===== config.mk =====
export PLATFORM = sky130hd
export DESIGN_NAME = alu_nibble_seq
export DESIGN_NICKNAME = d
export VERILOG_FILES = /design/src/rtl/alu_nibble_seq_pkg.sv /design/src/rtl/alu_nibble_seq_nib_sel.sv /design/src/rtl/alu_nibble_seq.sv
export SDC_FILE = /design/constraint.sdc
export NUM_CORES = 1
export LEC_CHECK = 0
export BUFFER_PORTS_ARGS = -buffer_cell sky130_fd_sc_hd__clkbuf_2
export CAP_MARGIN = 20
export CORE_MARGIN = 2
export CORE_UTILIZATION = 43
export DETAILED_ROUTE_END_ITERATION = 10
export PLACE_DENSITY = 0.78
export SYNTH_ARGS = -nofsm -noshare
export SYNTH_HDL_FRONTEND = slang
export SYNTH_SLANG_ARGS = --single-unit
export TNS_END_PERCENT = 1

===== constraint.sdc =====
create_clock -name clk -period 2.1 [get_ports clk]
set_input_delay 0.105 -clock clk [delete_from_list [all_inputs] [get_ports clk]]
set_output_delay 0.105 -clock clk [all_outputs]
set_load 0.01 [all_outputs]

===== src/rtl/alu_nibble_seq_pkg.sv =====
// Shared types and constants for the nibble-serial alu sequencer.
// Holds the state encoding, the alu opcode values and the NIBBLES range check.
package alu_nibble_seq_pkg;

  typedef enum logic [1:0] {
    ST_IDLE = 2'd0,
    ST_RUN  = 2'd1,
    ST_DONE = 2'd2
  } state_e;

  localparam logic [1:0] ALU_PASS_A = 2'b00;
  localparam logic [1:0] ALU_SUB_AB = 2'b01;
  localparam logic [1:0] ALU_ADD_AB = 2'b10;
  localparam logic [1:0] ALU_DEC_A  = 2'b11;

  // Wide enough for the largest legal NIBBLES (8).
  localparam int IDX_W = 3;

  function automatic bit nibbles_ok(input int n);
    return (n >= 1) && (n <= 8);
  endfunction

endpackage


===== src/rtl/alu_nibble_seq_nib_sel.sv =====
// Combinational 4-bit slice selector: nib_o = bus_i[4*idx_i +: 4].
// Indices beyond the bus width return zero.
module alu_nibble_seq_nib_sel #(
  parameter int NIBBLES = 4,
  parameter int IDX_W   = 3
) (
  input  logic [4*NIBBLES-1:0] bus_i,
  input  logic [IDX_W-1:0]     idx_i,
  output logic [3:0]           nib_o
);

  always_comb begin
    nib_o = 4'h0;
    for (int i = 0; i < NIBBLES; i++) begin
      if (idx_i == IDX_W'(i)) nib_o = bus_i[4*i +: 4];
    end
  end

endmodule


===== src/rtl/alu_nibble_seq.sv =====
// Feeds a 4-bit alu one nibble per cycle (LSB first); done pulses NIBBLES+1 cycles after start, start ignored unless IDLE.
// Defining ALU_SEQ_OVF_EN adds the registered signed-overflow output ovf.
module alu_nibble_seq
  import alu_nibble_seq_pkg::*;
#(
  parameter  int NIBBLES = 4,
  localparam int W       = 4 * NIBBLES
) (
  input  logic         clk,
  input  logic         reset,
  input  logic         start,
  input  logic         op_l,
  input  logic [1:0]   op_code,
  input  logic         cin,
  input  logic [W-1:0] opa,
  input  logic [W-1:0] opb,
  output logic         busy,
  output logic         done,
  output logic [W-1:0] result,
  output logic         c_out,
  output logic         zero,
`ifdef ALU_SEQ_OVF_EN
  output logic         ovf,
`endif
  output logic [3:0]   alu_a,
  output logic [3:0]   alu_b,
  output logic         alu_cin,
  output logic [1:0]   alu_op,
  output logic         alu_l,
  input  logic [3:0]   alu_r,
  input  logic         alu_cout,
  input  logic         alu_zero
);

  if (!nibbles_ok(NIBBLES)) begin : g_bad_nibbles
    $error("alu_nibble_seq: NIBBLES must be in 1..8");
  end

  state_e           state_q, state_d;
  logic [IDX_W-1:0] idx_q, idx_d;
  logic [W-1:0]     opa_q, opa_d, opb_q, opb_d, result_q, result_d;
  logic [1:0]       op_code_q, op_code_d;
  logic             op_l_q, op_l_d, cin_q, cin_d, carry_q, carry_d;
  logic             zacc_q, zacc_d, zero_q, zero_d, c_out_q, c_out_d;
  logic             last_nib;
`ifdef ALU_SEQ_OVF_EN
  logic             ovf_q, ovf_d;
`endif

  assign last_nib = (idx_q == IDX_W'(NIBBLES - 1));

  always_ff @(posedge clk or posedge reset) begin
    if (reset) state_q <= ST_IDLE;
    else       state_q <= state_d;
  end

  always_comb begin
    state_d = state_q;
    case (state_q)
      ST_IDLE: if (start) state_d = ST_RUN;
      ST_RUN:  if (last_nib) state_d = ST_DONE;
      default: state_d = ST_IDLE;
    endcase
  end

  always_comb begin
    busy    = (state_q == ST_RUN);
    done    = (state_q == ST_DONE);
    alu_op  = op_code_q;
    alu_l   = op_l_q;
    alu_cin = 1'b0;
    if (state_q == ST_RUN && !op_l_q) alu_cin = (idx_q == '0) ? cin_q : carry_q;
  end

  // idx returns to 0 on RUN exit so IDLE/DONE present nibble 0 to the alu.
  alu_nibble_seq_nib_sel #(.NIBBLES(NIBBLES), .IDX_W(IDX_W)) u_sel_a (
    .bus_i (opa_q),
    .idx_i (idx_q),
    .nib_o (alu_a)
  );

  alu_nibble_seq_nib_sel #(.NIBBLES(NIBBLES), .IDX_W(IDX_W)) u_sel_b (
    .bus_i (opb_q),
    .idx_i (idx_q),
    .nib_o (alu_b)
  );

  always_comb begin
    idx_d     = idx_q;
    opa_d     = opa_q;
    opb_d     = opb_q;
    op_code_d = op_code_q;
    op_l_d    = op_l_q;
    cin_d     = cin_q;
    carry_d   = carry_q;
    zacc_d    = zacc_q;
    result_d  = result_q;
    c_out_d   = c_out_q;
    zero_d    = zero_q;
`ifdef ALU_SEQ_OVF_EN
    ovf_d     = ovf_q;
`endif
    case (state_q)
      ST_IDLE: begin
        if (start) begin
          opa_d     = opa;
          opb_d     = opb;
          op_code_d = op_code;
          op_l_d    = op_l;
          cin_d     = cin;
          idx_d     = '0;
          zacc_d    = 1'b1;
        end
      end
      ST_RUN: begin
        for (int i = 0; i < NIBBLES; i++) begin
          if (idx_q == IDX_W'(i)) result_d[4*i +: 4] = alu_r;
        end
        carry_d = alu_cout;
        zacc_d  = zacc_q & alu_zero;
        idx_d   = idx_q + IDX_W'(1);
        if (last_nib) begin
          idx_d   = '0;
          c_out_d = ~op_l_q & alu_cout;
          zero_d  = zacc_q & alu_zero;
`ifdef ALU_SEQ_OVF_EN
          ovf_d   = ~op_l_q & (op_code_q == ALU_ADD_AB) &
                    (opa_q[W-1] == opb_q[W-1]) & (alu_r[3] != opa_q[W-1]);
`endif
        end
      end
      default: ;
    endcase
  end

  always_ff @(posedge clk or posedge reset) begin
    if (reset) begin
      idx_q     <= '0;
      opa_q     <= '0;
      opb_q     <= '0;
      op_code_q <= '0;
      op_l_q    <= 1'b0;
      cin_q     <= 1'b0;
      carry_q   <= 1'b0;
      zacc_q    <= 1'b1;
      result_q  <= '0;
      c_out_q   <= 1'b0;
      zero_q    <= 1'b1;
`ifdef ALU_SEQ_OVF_EN
      ovf_q     <= 1'b0;
`endif
    end else begin
      idx_q     <= idx_d;
      opa_q     <= opa_d;
      opb_q     <= opb_d;
      op_code_q <= op_code_d;
      op_l_q    <= op_l_d;
      cin_q     <= cin_d;
      carry_q   <= carry_d;
      zacc_q    <= zacc_d;
      result_q  <= result_d;
      c_out_q   <= c_out_d;
      zero_q    <= zero_d;
`ifdef ALU_SEQ_OVF_EN
      ovf_q     <= ovf_d;
`endif
    end
  end

  assign result = result_q;
  assign c_out  = c_out_q;
  assign zero   = zero_q;
`ifdef ALU_SEQ_OVF_EN
  assign ovf    = ovf_q;
`endif

endmodule


### Word-level counts from Yosys, hierarchy flattened

Index checks and enable logic that the tools add are counted.

* bits in registers: 61
* bits of input ports: 45
* output and inout port bits: 32
* word-level logic and storage cells: 56

* $add $sub $neg: 1
* equal/unequal tests: 7
* multiplexer cells: 18
* bitwise gates (word level): 3
* reductions and logical operators: 12

Operators by type and width (count)
* two-way mux 4 bit: 8
* AND reduction 2 bit: 7
* equality test 3 x 2 -> 1 bit (second input constant): 2
* two-way mux 3 bit: 2
* case mux 3 bit (2 select lines): 1
* two-way mux 2 bit: 2
* case mux 2 bit (2 select lines): 1
* adder 3 x 1 -> 3 bit (second input constant): 1
* equality test 3 x 1 -> 1 bit (second input constant): 1
* logical NOT 3 bit: 1
* two-way mux 1 bit: 3
* AND 1 bit: 2
* equality test 2 x 1 -> 1 bit (second input constant): 1
* equality test 2 bit (second input constant): 1
* logical NOT 2 bit: 1
* inequality test 2 x 1 -> 1 bit (second input constant): 1
* inequality test 2 bit (second input constant): 1
* case mux 1 bit (2 select lines): 1
* nonzero test 2 bit: 1
* logical AND 1 bit: 1
* logical NOT 1 bit: 1
* inverter 1 bit: 1

### Depth between registers and ports, before layout

Gate-level depths: netlist of run 1.

* word-level depth: 5
* gate-level depth with buffers: 7
* gate-level depth less buffers: 5

### By module

A second synthesis of run 1 with hierarchy kept.

* cell total of the unflattened synthesis: 177
* area, all modules: 2683.8 µm²

Modules (own cells, without submodules)
* alu_nibble_seq: times used 1, cells an instance 161, area an instance 2438.6 µm², sequential area each 1529.0 µm²
* alu_nibble_seq_nib_sel: times used 2, cells an instance 8, area an instance 122.6 µm², sequential area each 0.0 µm²

### Worst setup path before layout of run 1

OpenSTA, ideal clock, no wires.

* kind: register to output
* start point: register idx_q[0]
* end point: output port alu_a[1]
* arrival time: 1.572 ns
* required time: 1.995 ns
* path slack: 0.423 ns
* cell stages (with the launch flop): 7
* path buffers: 2
* cell sequence: dfrtp_1 -> ha_1 -> buf_2 -> nor2b_1 -> buf_4 -> a221oi_1 -> o41ai_1

* longest elaborated chain between the ends: 5
* elaborated cells between the ends (all ways): 8
* classes of those cells: eq/ne: 3; mux: 4; reduce/logical: 1

Ends and longest elaborated chain
* start: declaration: line alu_nibble_seq.sv:40 `logic [IDX_W-1:0] idx_q, idx_d;`
* start signal: assignment: line alu_nibble_seq.sv:153 `idx_q <= idx_d;`
* logical NOT 3 bit: line alu_nibble_seq_nib_sel.sv:15 `if (idx_i == IDX_W'(i)) nib_o = bus_i[4*i +: 4];`
* two-way mux 4 bit (3 in a row): line alu_nibble_seq_nib_sel.sv:15
* two-way mux 4 bit *: line alu_nibble_seq_nib_sel.sv:15
* end: declaration: line alu_nibble_seq.sv:25 `output logic [3:0] alu_a,`

Every way passes the cells marked *; elsewhere a longest branch is shown, timed or not.

### Worst setup path in the final report of run 1

* start point: register idx_q[1]
* end point: output port alu_a[1]

Same word-level chain as after synthesis.

==> impl_metrics.yaml, run 1 <==
detailed_routing:
  wl_per_cell_um: 15.7
  viasPerCell: 4.99
  drtIter0Drc: 49
  drc: 0
  via_count: 1951
  wl_met3_um: 368
  wl_met2_um: 2960
  drtPass1Iterations: 4
  highest_layer: "met4"
  drt-total-wl_um: 6150
  wl_met1_um: 2720
  antenna_left: 0
clock_tree:
  cts_root_buffer: "clkbuf_8"
  clk_pin_slew_ns: 0.07
  clk_path_buf_depth: 2
  clock-sinks: 61
  cts-buffers-inserted: 9
  htree_levels: 3
  cts_tree: "done"
  clkLatencyLatePin_ns: 0.34
cells_and_area:
  syn_to_final_growth_pct: 37.0
  final_area_um2: 3870
  seq_area_um2: 1530
  fillCellCount: 491
  post_layout_nonfiller_instances: 391
  multi_input_area_um2: 1260
  antenna_cells: 0
  fin_util_pct: 60.9
  drive_above_1_share_pct: 56.1
  layout_common_cells: "clkbuf_2, dfrtp_1, mux2_2"
  final_common_cell: "clkbuf_2"
  fin_nets: 358
worst_setup_path:
  crit_arrival_ns: 1.95
  startpoint_type: "register"
  critPathRequiredTime_ns: 2.00
  cp_max_fo: 10
  critPathKind: "register to primary output"
  cp-end-kind: "primary output"
power_and_ir_drop:
  comb_power_share_pct: 46.0
  seqPwrFrac_pct: 35.7
  switching_share_pct: 34.2
  power_density_nw_per_um2: 1550
  p_clk_share_pct: 18.2
  max-vdd-ir-drop_uv: 924
  p_leak_nw: 1.81
  internal-power_mw: 3.94
  p_total_mw: 5.99
  netSwitchingPower_mw: 2.05
yosys:
  ys_async_sr_fraction_pct: 100
  synthFlopType: "dfrtp_1"
  netlist.area_leader.share_pct: 52.3
  synth_edf_count: 0
  syn_area_um2: 2820
  yosysUniqueCellTypes: 30
  synthTopCellsByArea: "dfrtp_1, mux2_2, mux2_4, a221oi_1, nor2b_1"
  synth_top_area_cell: "dfrtp_1"
  ys_ff_latch: 61
  syn_area_per_cell_um2: 14.1
  synthCells: 200
  syn-num-nets: 249
  synth-warning-count: 0
  ys_seq_area_share_pct: 54.1
global_routing:
  grt-ovfl-total: 0
  grt_max_degree: 33
  grt_pass1_wl_um: 10100
  grt_pass1_vias: 2046
  grt_usage_pct: 18.0
  antenna_found_initial: 0
run_status:
  status: "finished, final reports clean"
hold_path:
  hold_class: "input pin to register"
timing:
  grt_setup_unrepaired: "true"
  maxSlewViolCount: 0
  layout_min_cycle_time_ns: 2.05
  finalHoldViolCount: 0
  setup_slack_ns: 0.0463
  post-route-period-util_pct: 97.8
  setup_viol: 0
  fin_tns_setup_ns: 0
  hold_ws_ns: 0.00703
  clock_skew_ns: 0.00525
  worst_pin_slew_ns: 0.652
  relSlewSlack_pct: 56.5
  fmax_mhz: 487
die:
  die_h_um: 85.0
  coreArea_um2: 6350
  num_rows: 29
  io_pins: 77
  dieArea_um2: 7230
  start_util_pct: 44.5
  die_w_um: 85.0
placement:
  placed_cells: 347
  routabilityCongestion: 0.764
  hpwlAfterDp_um: 4130
  port_buffers: 76
  dpl_worst_slack_ns: 0.223
  placed_cell_area_um2: 3280
run:
  max_cap_viol_count: 0
==> state kept, by name (all words and copies together) (netlist names) <==
name and cells:
opa_q 16, opb_q 16, zero 1, result 16
alu_op 2, state_q 2, idx_q 3, cin_q 1
alu_l 1, zacc_q 1, c_out 1, carry_q 1
==> critical path, cell delays in order (launching register included) <==
cell,delay [ns]
dfrtp_1,0.40
buf_4,0.15
ha_2,0.23
buf_4,0.18
nor2b_1,0.15
o41ai_4,0.31
clkbuf_2,0.19
==> cell families after synthesis <==
| logic type | after synthesis | synth area share [%] |
|---|---|---|
| DFF | 61 | 54.1 |
| muxes | 53 | 23.5 |
| and+or+nand+nor | 41 | 9.88 |
| AOI/OAI and AO/OA | 22 | 6.43 |
| buffers and inverters | 19 | 4.30 |
| adders and majority gates | 4 | 1.77 |
==> power by group through the flow <==
stage | clock network [mW] | logic (mW) | registers (mW)
4_1_cts | 1.12 | 2.59 | 2.14
3_3_place_gp | 0 | 2.44 | 2.13
3_5_place_dp | 0 | 2.51 | 2.15
2_1_floorplan | 0 | 1.73 | 2.15
5_1_grt | 1.18 | 2.99 | 2.20
6_report | 1.09 | 2.75 | 2.14
==> area by class of cell <==
class,count,share of cell area (%)
Sequential cell,61,39.6
Tap cell,77,2.49
Clock buffer,13,4.37
Inverter,6,0.582
Timing Repair Buffer,111,19.2
Clock inverter,3,1.10
Multi-Input combinational cell,120,32.7
==> worst paths after layout <==
path / startpoint / endpoint / slack (ns) / depth (start not counted)
setup / recovery: idx_q[1]$_DFFE_PP0P_ / alu_a[1] / 0.05 / 6
hold / removal: start / zacc_q$_DFFE_PP1P_ / 0.007 / 3
setup reg to reg: idx_q[1]$_DFFE_PP0P_ / result[5]$_DFFE_PP0P_ / 0.42 / 5
hold reg to reg: zacc_q$_DFFE_PP1P_ / zero$_DFFE_PP1P_ / 0.47 / 2
max in group asynchronous: reset / idx_q[0]$_DFFE_PP0P_ / 1.09 / 4
min in group asynchronous: reset / opb_q[11]$_DFFE_PP0P_ / 0.40 / 3
==> routing by layer <==
metal	global-route usage, %	vias up
li1	-	940
met1	23.9	926
met2	28.2	73
met3	4.77	12
met4	7.36	0
met5	0	-
==> repair_timing <==
item	4_1_cts	5_1_grt
hold buffers	26	0
setup endpoints to repair	8	9
buffers inserted	0	2
gates resized for setup	5	17
endpoints found under the hold margin	52	0
gates cloned	0	0
pin swaps	5	3
==> synthesized netlist by cell type, drive strengths merged, types with 2 or more instances <==
| library cell | number |
|---|---|
| nor3b | 3 |
| nand2b | 2 |
| o21ai | 4 |
| ha | 4 |
| dfstp | 2 |
| nand3b | 8 |
| a221oi | 8 |
| buf | 12 |
| dfrtp | 59 |
| mux2 | 52 |
| o41ai | 8 |
| nand2 | 12 |
| inv | 6 |
| nor2b | 10 |
No activity file was read; power rests on OpenSTA's default activity.
==> inputs of run 2 (changes only) <==
- BUFFER_PORTS_ARGS: -buffer_cell sky130_fd_sc_hd__clkbuf_2 -> -buffer_cell sky130_fd_sc_hd__buf_2
- PLACE_DENSITY: 0.78 -> 0.76
==> run 2 against run 1 <==
  * Register-to-register slack got worse by 0.09 ns
  * Sequential share of layout area decreased by 1.0 points
  * Clock skew about the same
==> impl_metrics.yaml, run 2 (synthesis results as in run 1) <==
run_status:
  status: "finished, final reports clean"
worst_setup_path:
  startpoint_type: "register"
  critPathRequiredTime_ns: 2.00
  critPathKind: "register to primary output"
  crit_arrival_ns: 1.94
  cp-end-kind: "primary output"
  cp_max_fo: 9
placement:
  hpwlAfterDp_um: 4080
  placed_cell_area_um2: 3270
  dpl_worst_slack_ns: 0.271
  routabilityCongestion: 0.737
  port_buffers: 76
power_and_ir_drop:
  power_density_nw_per_um2: 1480
  p_clk_share_pct: 17.1
  switching_share_pct: 34.5
  p_leak_nw: 1.84
  max-vdd-ir-drop_uv: 819
  seqPwrFrac_pct: 36.2
  comb_power_share_pct: 46.7
  internal-power_mw: 3.86
  netSwitchingPower_mw: 2.03
cells_and_area:
  layout_common_cells: "buf_2, dfrtp_1, dlygate4sd3_1"
  final_area_um2: 3970
  drive_above_1_share_pct: 53.5
  final_common_cell: "buf_2"
  fin_nets: 371
  syn_to_final_growth_pct: 40.5
  antenna_cells: 0
die:
  die_w_um: 85.0
  num_rows: 29
  die_h_um: 85.0
  dieArea_um2: 7230
  io_pins: 77
  start_util_pct: 44.5
  coreArea_um2: 6350
global_routing:
  grt_pass1_wl_um: 10400
  grt-ovfl-total: 0
  grt_pass1_vias: 2197
  antenna_found_initial: 0
  grt_max_degree: 36
  grt_usage_pct: 18.5
timing:
  setup_slack_ns: 0.0576
  maxSlewViolCount: 0
  worst_pin_slew_ns: 0.585
  fin_tns_setup_ns: 0
  setup_viol: 0
  fmax_mhz: 490
  relSlewSlack_pct: 60.9
  layout_min_cycle_time_ns: 2.04
  finalHoldViolCount: 0
  clock_skew_ns: 0.00571
  post-route-period-util_pct: 97.3
clock_tree:
  htree_levels: 3
  clk_pin_slew_ns: 0.07
  clkLatencyLatePin_ns: 0.35
  cts_tree: "done"
  clk_path_buf_depth: 2
  clock-sinks: 61
  cts_root_buffer: "clkbuf_8"
  cts-buffers-inserted: 9
detailed_routing:
  drtIter0Drc: 56
  antenna_left: 0
  drt-total-wl_um: 6260
  via_count: 2052
  wl_per_cell_um: 15.5
  drc: 0
  viasPerCell: 5.08
  drtPass1Iterations: 4
run:
  max_cap_viol_count: 0
hold_path:
  hold_class: "input pin to register"
[run 2: layer usage]
metal / vias up / track usage, % / share of wire (%)
met5: - / 0 / 0
met4: 0 / 4.76 / 1.0
met3: 6 / 7.39 / 6.2
met2: 69 / 30.7 / 49
met1: 1014 / 22.6 / 44
li1: 963 / - / -
[run 2: final timing paths]
check | from | endpoint | slack, ns | cells past startpoint
max | idx_q[1]$_DFFE_PP0P_ | alu_b[3] | 0.06 | 6
max reg2reg | idx_q[1]$_DFFE_PP0P_ | result[6]$_DFFE_PP0P_ | 0.33 | 5
min in group asynchronous | reset | result[5]$_DFFE_PP0P_ | 0.38 | 3
max in group asynchronous | reset | opa_q[15]$_DFFE_PP0P_ | 1.14 | 4
min reg2reg | carry_q$_DFFE_PP0P_ | carry_q$_DFFE_PP0P_ | 0.48 | 2
min | start | zacc_q$_DFFE_PP1P_ | 0.03 | 3
[run 2: cell type report]
class / instances / area (um^2)
multi-input combinational: 120 / 1260
clock inverter: 6 / 63.8
timing repair buffer: 124 / 867
fill: 503 / 2380
inverter: 6 / 22.5
tap: 77 / 96.3
sequential: 61 / 1530
clock buffer: 10 / 128
[run 2: through the flow]
stage          power, mW  std cells  hold WS [ns]  utilization [%]
2_1_floorplan       3.88        200         0.210                -
3_3_place_gp        4.55        346         0.198             51.5
3_5_place_dp        4.64        346         0.200             51.5
4_1_cts             5.73        400       0.00262             60.7
5_1_grt             6.29        404        0.0419             62.5
6_report            5.89        404        0.0345             62.5
[run 2: critical path: stages (launching register included)]
cell,delay [ns]
dfrtp_1,0.42
inv_2,0.12
ha_2,0.22
buf_4,0.18
a221oi_1,0.10
o41ai_1,0.36
buf_2,0.20
[run 2: power groups by stage]
stage	registers (mW)	clock network, mW	logic, mW
5_1_grt	2.20	1.10	2.99
2_1_floorplan	2.15	0	1.73
4_1_cts	2.12	1.04	2.57
6_report	2.13	1.01	2.75
3_3_place_gp	2.12	0	2.44
3_5_place_dp	2.14	0	2.50
[run 2: timing repair]
| item | in CTS | in global routing |
|---|---|---|
| endpoints found under the setup margin | 7 | 9 |
| pin swaps | 4 | 3 |
| setup buffers | 0 | 3 |
| resized for setup | 1 | 18 |
| hold buffers | 38 | 1 |
| endpoints found under the hold margin | 61 | 1 |
==> inputs of run 3 (changes only) <==
- HOLD_SLACK_MARGIN: not set -> 0.15
==> run 3 against run 2 <==
  * Flip-flop and latch count stayed put
  * Routed wire length is 0.43% higher
  * Clock skew about the same
  * Final cell count increased by 1.2%
  * Largest power group unchanged
  * Setup slack improved by 0.0097 ns
  * Clock power barely moved
  * Utilization increased by 0.79 points
  * Register-to-register slack about the same
  * Non-clock buffer count rose by 5
  * Via count hardly changed
==> impl_metrics.yaml, run 3 (synthesis results as in run 1) <==
cells_and_area:
  seq_area_um2: 1530
  drive_above_1_share_pct: 52.7
  fillCellCount: 499
  final_common_cell: "buf_2"
  antenna_cells: 0
  post_layout_nonfiller_instances: 409
  layout_common_cells: "buf_2, dfrtp_1, dlygate4sd3_1"
  syn_to_final_growth_pct: 42.3
  multi_input_area_um2: 1260
  fin_nets: 376
global_routing:
  grt_usage_pct: 18.7
  grt-ovfl-total: 0
  gr-max-usage-layer: "met2"
  grt_max_degree: 36
  grt_pass1_vias: 2242
  met3_usage_pct: 7.30
  antenna_found_initial: 0
  use_met2_pct: 31.3
  grt_util_met1_pct: 22.7
  grt_pass1_wl_um: 10500
power_and_ir_drop:
  seqPwrFrac_pct: 36.1
  switching_share_pct: 34.4
  internal-power_mw: 3.87
  p_leak_nw: 1.86
  power_density_nw_per_um2: 1470
  netSwitchingPower_mw: 2.03
  p_clk_share_pct: 17.1
  max-vdd-ir-drop_uv: 820
  comb_power_share_pct: 46.8
worst_setup_path:
  startpoint_type: "register"
  cp_slowest_cell: "dfrtp_1"
  path_cells: "inv_2 -> ha_2 -> buf_4 -> a221oi_1 -> o41ai_1 -> buf_2"
  cp-end-kind: "primary output"
  critPathRequiredTime_ns: 2.00
  crit_arrival_ns: 1.93
  max_stage_delay_ns: 0.41
  r2r_cells: 5
  critPathKind: "register to primary output"
  cp_max_fo: 9
placement:
  port_buffers: 76
  placed_cells: 346
  hpwlAfterDp_um: 4080
  routabilityCongestion: 0.737
run:
  max_cap_viol_count: 0
timing:
  fin_tns_setup_ns: 0
  hold_ws_ns: 0.379
  fmax_mhz: 492
  worst_pin_slew_ns: 0.585
  layout_min_cycle_time_ns: 2.03
  clock_skew_ns: 0.00533
  relSlewSlack_pct: 60.9
  maxSlewViolCount: 0
  post-route-period-util_pct: 96.8
  finalHoldViolCount: 0
  setup_viol: 0
detailed_routing:
  wl_per_cell_um: 15.4
  viasPerCell: 5.02
  drtPass1Iterations: 4
  drc: 0
  drt-total-wl_um: 6290
  drtIter0Drc: 70
  antenna_left: 0
  via_count: 2054
clock_tree:
  cts_tree: "done"
  clkLatencyLatePin_ns: 0.34
  cts_root_buffer: "clkbuf_8"
  htree_levels: 3
  clock-sinks: 61
  clk_path_buf_depth: 2
  clk_pin_slew_ns: 0.07
  cts-buffers-inserted: 9
die:
  dieArea_um2: 7230
  start_util_pct: 44.5
  io_pins: 77
  num_rows: 29
  die_h_um: 85.0
  die_w_um: 85.0
  coreArea_um2: 6350
hold_path:
  hold_class: "input pin to asynchronous set/reset pin"
run_status:
  status: "finished, final reports clean"
-- run 3: cell types whose count changed in the layout (fill, tap and decap cells not counted) --
cell,change
dlygate4sd3_1,+5
-- run 3: power groups by stage --
stage	Combinational [mW]	Clock (mW)	Sequential, mW
after floorplan	1.73	0	2.15
after global placement	2.44	0	2.12
after detailed placement	2.50	0	2.14
after CTS	2.58	1.04	2.12
after global routing	3.00	1.10	2.20
final	2.76	1.01	2.13
-- run 3: metal layers --
metal  part of all wire (%)  wire length [um]
met1                     43              2720
met2                     50              3130
met3                    5.9               369
met4                    1.0                63
met5                      0                 0
-- run 3: worst paths after layout --
path	start	end	slack, ns
max	idx_q[1]$_DFFE_PP0P_	alu_b[3]	0.07
min	reset	result[5]$_DFFE_PP0P_	0.38
max reg2reg	idx_q[1]$_DFFE_PP0P_	result[6]$_DFFE_PP0P_	0.34
min reg2reg	carry_q$_DFFE_PP0P_	carry_q$_DFFE_PP0P_	0.48
max in group asynchronous	reset	opa_q[3]$_DFFE_PP0P_	1.14
min in group clk	carry_q$_DFFE_PP0P_	carry_q$_DFFE_PP0P_	0.48
-- run 3: area by class of cell --
type,count,share of cell area [%]
clock buffers,10,3.18
clock inverters,6,1.59
inverters,6,0.560
multi-input cells,120,31.4
flip-flops and latches,61,38.1
well taps,77,2.40
repair buffers,129,22.8
-- run 3: stage by stage --
step / power, mW / instance area (um^2) / util, % / setup slack, ns
3_5_place_dp: 4.64 / 3270 / 51.5 / 0.271
2_1_floorplan: 3.88 / 2820 / - / 0.423
3_3_place_gp: 4.55 / 3270 / 51.5 / 0.299
6_report: 5.90 / 4020 / 63.3 / 0.0673
4_1_cts: 5.74 / 3910 / 61.6 / -0.0646
5_1_grt: 6.30 / 4020 / 63.3 / -0.000935
-- run 3: critical path, delay by kind of cell (launching register included) --
family	cells	cell delay [ns]
adder cells (fa/ha/maj)	1	0.22
flip-flops	1	0.41
buffers and inverters	3	0.49
AO/OA/AOI/OAI	2	0.46
-- run 3: timing repair --
action | CTS | global route
hold buffers | 44 | 0
setup endpoints to repair | 7 | 9
resized for setup | 1 | 18
gates cloned | 0 | 0
hold endpoints to repair | 82 | 0
pin swaps | 4 | 3
setup buffers | 0 | 3
